[src/rtl/wave_switch_ctrl.sv]
// Waveform select controller: fades the output to silence, switches the
// waveform mux while muted, then fades back up to unity gain.
module wave_switch_ctrl #(
  parameter int unsigned RAMP_STEP = 8
) (
  input  logic        i_clk,
  input  logic        i_rst,
  input  logic        i_sample_en,
  input  logic        i_next,
  input  logic        i_prev,
  input  logic        i_sel_load,
  input  logic [2:0]  i_sel_req,
  input  logic [15:0] i_data,
  output logic [2:0]  o_sel,
  output logic [15:0] o_data,
  output logic [7:0]  o_gain,
  output logic        o_busy
);

  localparam logic [2:0] SEL_MAX    = 3'd4;
  localparam logic [7:0] GAIN_UNITY = 8'd128;
  localparam logic [8:0] STEP       = 9'(RAMP_STEP);

  typedef enum logic [1:0] {
    PLAY,
    FADE_OUT,
    SWAP,
    FADE_IN
  } state_t;

  state_t      state_reg, state_next;
  logic [2:0]  tgt_reg, tgt_next;
  logic [2:0]  sel_reg, sel_next;
  logic [7:0]  gain_reg, gain_next;
  logic [15:0] data_reg, data_next;

  logic [8:0]  gain_sum;
  logic [7:0]  gain_up;
  logic [7:0]  gain_dn;

  logic signed [23:0] data_wide;
  logic signed [23:0] gain_wide;
  logic signed [23:0] product;
  logic               unused_bits;

  // Target tracking runs in every state so the latest request always wins.
  always_comb begin
    tgt_next = tgt_reg;
    if (i_sel_load) begin
      tgt_next = (i_sel_req > SEL_MAX) ? SEL_MAX : i_sel_req;
    end else if (i_next && !i_prev) begin
      tgt_next = (tgt_reg >= SEL_MAX) ? 3'd0 : tgt_reg + 3'd1;
    end else if (i_prev && !i_next) begin
      tgt_next = (tgt_reg == 3'd0 || tgt_reg > SEL_MAX) ? SEL_MAX : tgt_reg - 3'd1;
    end
  end

  // Saturating ramp arithmetic; 9 bits so a 128 step cannot wrap.
  always_comb begin
    gain_sum = {1'b0, gain_reg} + STEP;
    gain_up  = (gain_sum >= {1'b0, GAIN_UNITY}) ? GAIN_UNITY : gain_sum[7:0];
    gain_dn  = ({1'b0, gain_reg} > STEP) ? (gain_reg - STEP[7:0]) : 8'd0;
  end

  always_comb begin
    state_next = state_reg;
    sel_next   = sel_reg;
    gain_next  = gain_reg;
    case (state_reg)
      PLAY: begin
        if (tgt_reg != sel_reg) begin
          state_next = FADE_OUT;
        end
      end
      FADE_OUT: begin
        if (gain_reg == 8'd0) begin
          state_next = SWAP;
        end else if (i_sample_en) begin
          gain_next = gain_dn;
        end
      end
      SWAP: begin
        sel_next   = tgt_reg;
        state_next = FADE_IN;
      end
      FADE_IN: begin
        // A new target aborts the fade-in and ramps down from where we are.
        if (tgt_reg != sel_reg) begin
          state_next = FADE_OUT;
        end else if (gain_reg == GAIN_UNITY) begin
          state_next = PLAY;
        end else if (i_sample_en) begin
          gain_next = gain_up;
        end
      end
      default: begin
        state_next = PLAY;
      end
    endcase
  end

  // Signed sample times unsigned gain; bits [22:7] give the >>7 result.
  assign data_wide   = {{8{i_data[15]}}, i_data};
  assign gain_wide   = {16'd0, gain_reg};
  assign product     = data_wide * gain_wide;
  assign data_next   = product[22:7];
  assign unused_bits = ^{product[23], product[6:0]};

  always_ff @(posedge i_clk or posedge i_rst) begin
    if (i_rst) begin
      state_reg <= PLAY;
      tgt_reg   <= SEL_MAX;
      sel_reg   <= SEL_MAX;
      gain_reg  <= GAIN_UNITY;
      data_reg  <= 16'd0;
    end else begin
      state_reg <= state_next;
      tgt_reg   <= tgt_next;
      sel_reg   <= sel_next;
      gain_reg  <= gain_next;
      data_reg  <= data_next;
    end
  end

  assign o_sel  = sel_reg;
  assign o_gain = gain_reg;
  assign o_data = data_reg;
  assign o_busy = (state_reg != PLAY);

endmodule
[config.mk]
export PLATFORM = sky130hd
export DESIGN_NAME = wave_switch_ctrl
export DESIGN_NICKNAME = d
export VERILOG_FILES = /design/src/rtl/wave_switch_ctrl.sv
export SDC_FILE = /design/constraint.sdc
export NUM_CORES = 1
export LEC_CHECK = 0
export CAP_MARGIN = 30
export CORE_ASPECT_RATIO = 0.5
export CORE_MARGIN = 2
export CORE_UTILIZATION = 45
export CTS_BUF_LIST = sky130_fd_sc_hd__clkbuf_2 sky130_fd_sc_hd__clkbuf_4 sky130_fd_sc_hd__clkbuf_8
export DETAILED_ROUTE_END_ITERATION = 8
export GPL_TIMING_DRIVEN = 0
export PLACE_DENSITY_LB_ADDON = 0.15
export SYNTH_ARGS = -nofsm -noshare
export SYNTH_HDL_FRONTEND = slang
export SYNTH_SLANG_ARGS = --single-unit
[constraint.sdc]
create_clock -name i_clk -period 6 [get_ports i_clk]
set_input_delay 1.5 -clock i_clk [delete_from_list [all_inputs] [get_ports i_clk]]
set_output_delay 1.5 -clock i_clk [all_outputs]
set_load 0.03 [all_outputs]
==> metrics.cfg <==
[setup_path]
end_kind=flip-flop
critical_path.max_fanout=7
critPathMaxStageDelay_ps=550
worstPathRequired_ps=6160
start_kind=input port
reg2regPathDepth=16
r2r-end=o_data[15]
rrSetupSlack_ps=520
critPathKind=input port to flip-flop
slowest_stage=clkdlybuf4s50_1
arrival_ps=5940
timing.rr.start=o_gain[5]
path_common_cell=fa_1
cp_cell_sequence=clkdlybuf4s50_1 > nand2_1 > fa_1 > inv_1 > fa_1 > fa_1 > inv_1 > fa_1 > inv_1 > ha_1 > and4_1 > nand4_1 > nand4_1 > a211oi_1 > o32a_1

[min_path]
min_path_cells=1
hold_end=o_sel[0]
worstHoldPathType=flip-flop to flip-flop
worstHoldStart=o_sel[0]

[timing]
skew_ps=1.94
rsz0062_at_grt=no
setup_viol=0
hold_viol_final=0
postLayoutSetupSlackWorst_ps=220
worst_pin_slew_ps=631
min_period_ps=5780
slew_viol_final=0
max-slew-margin-rel_pct=57.9
post-route-period-util_pct=96.3
setup_tns_ps=0
fmax_mhz=173

[placed_design]
place_area_um2=5800
place.gp.congestion=0.788
dp_hpwl_um=8020
dp_slack_ps=-119
port_buffers=49

[yosys]
ys_seq_elements=29
synth_edf_count=0
yosysTopAreaCellShare_pct=29.7
ys_top_cells_by_area=fa_1 (30%), ha_1 (14%), dfrtp_1 (13%)
ys_seq_area_share_pct=14.6
synth_area_per_cell_um2=9.38
async_reset_ff_share_pct=100
synth_cell_type_count=55
syn_inst=531
synth.cell_area_um2=4980
synth_ff_type=dfrtp_1
synth.most_common_cell=inv_1
synthTopCellsByCount=inv_1 (128), fa_1 (74), ha_1 (55), and2_1 (51), nand2_1 (41)
yosys.area.top_type=fa_1
ys_warn_count=0

[layout]
final_area_um2=5910
nets=776
largest_register_ffs=16
synthToLayoutAreaGrowth_pct=18.7
final_layout_size_suffix_gt1_share_pct=5.46
diodes=0
final_util_pct=54.4

[clock_network]
clockRootBuffer=clkbuf_8
cts-buffers-inserted=5
clk-insertion-delay-late_ps=280
cts.path.max_buffers=2
h-tree-depth=2
clk_pin_slew_ps=60
cts_tree=yes
clock_sinks=29
cts_hold_buf=0

[global_route]
grt_max_degree=17
grt_usage_pct=17.5
antenna_found_initial=0
grt_pass1_vias=3801
overflow=0
grt_pass1_wl_um=17100

[route]
final_antenna_net_count=0
viasPerCell=4.73
wl_um=9390
dr.pass1.iters=4
drt_iter0_drc=187
drc_errors=0
vias=3633
drt-wirelength-per-cell_um=12.2

[floorplanning]
start_util_pct=45.8
dieArea_um2=12000
dieHeight_um=78.4
rows=27
core_um2=10900
die_x_um=153
pin_count=53

[flow_run]
max_cap_viol_count=0

[status]
status=finished clean

layout make-up:
| type | count | area (um2) |
|---|---|---|
| fill | 1010 | 4960 |
| clock buffer | 8 | 97.6 |
| multi-input combinational | 391 | 3780 |
| buffer | 16 | 116 |
| inverter | 128 | 480 |
| tap | 145 | 181 |
| timing repair buffer | 51 | 531 |
| sequential | 29 | 729 |
cells by family (layout without fill, tap and decap cells):
kind of cell             count (synthesis)  after routing  share of synthesized area [%]
buffers and inverters                  144            203                           12.0
AND/OR/NAND/NOR                        133            133                           14.1
multiplexers                             9              9                           2.19
adder cells (fa/ha/maj)                129            129                           43.6
XOR/XNOR                                21             21                           3.97
AO/OA/AOI/OAI                           64             64                           9.40
flip-flops                              29             29                           14.6
other                                    2             35                          0.151
layout by cell type (no fill, tap or decap), types with 5 or more instances in the layout:
cell type / instances
clkdlybuf4s50_1: 47
nand2_1: 41
xor2_1: 5
mux2_2: 7
and2_1: 51
a21oi_1: 14
conb_1: 35
o21ai_0: 5
ha_1: 55
clkbuf_8: 6
inv_1: 128
dfrtp_1: 26
clkbuf_1: 9
fa_1: 74
xnor2_1: 15
nor2_1: 11
nand3_1: 8
worst max path at each step:
| stage | from | end | slack (ps) | cells past startpoint |
|---|---|---|---|---|
| floorplan | i_data[10] | o_data[15] | 730 | 13 |
| global placement | i_data[9] | o_data[15] | -100 | 15 |
| detailed placement | i_data[9] | o_data[15] | -120 | 15 |
| CTS | i_data[9] | o_data[15] | 160 | 15 |
| global route | i_data[7] | o_data[15] | 0.9 | 15 |
| finish | i_data[8] | o_data[15] | 220 | 15 |
per-stage QoR:
step,instances,hold WS (ps)
global route,768,584
CTS,767,566
floorplan,564,554
detailed placement,759,550
global placement,758,545
finish,768,562
layer usage:
metal / part of all wire [%] / vias to the layer above / wire (um) / GRT usage [%]
met5: 0 / - / 0 / 0
met4: 0 / 0 / 0 / 1.11
met3: 4.2 / 0 / 391 / 2.93
met2: 47 / 59 / 4380 / 30.6
met1: 49 / 1787 / 4620 / 24.3
li1: - / 1787 / - / -
repair_timing:
| item | 4_1_cts | 5_1_grt |
|---|---|---|
| gates resized for setup | 0 | 4 |
| setup endpoints to repair | 0 | 3 |
| setup buffers | 0 | 1 |
worst max-delay path, delay by kind of cell:
kind	cells	cell delay (ps)
AOI/OAI and AO/OA	2	440
adders and majority gates	5	2470
buffers and inverters	4	700
and+or+nand+nor	4	820
Power is not shown: default switching activity piles up to over one toggle a cycle in this logic, so the estimate is an artifact.
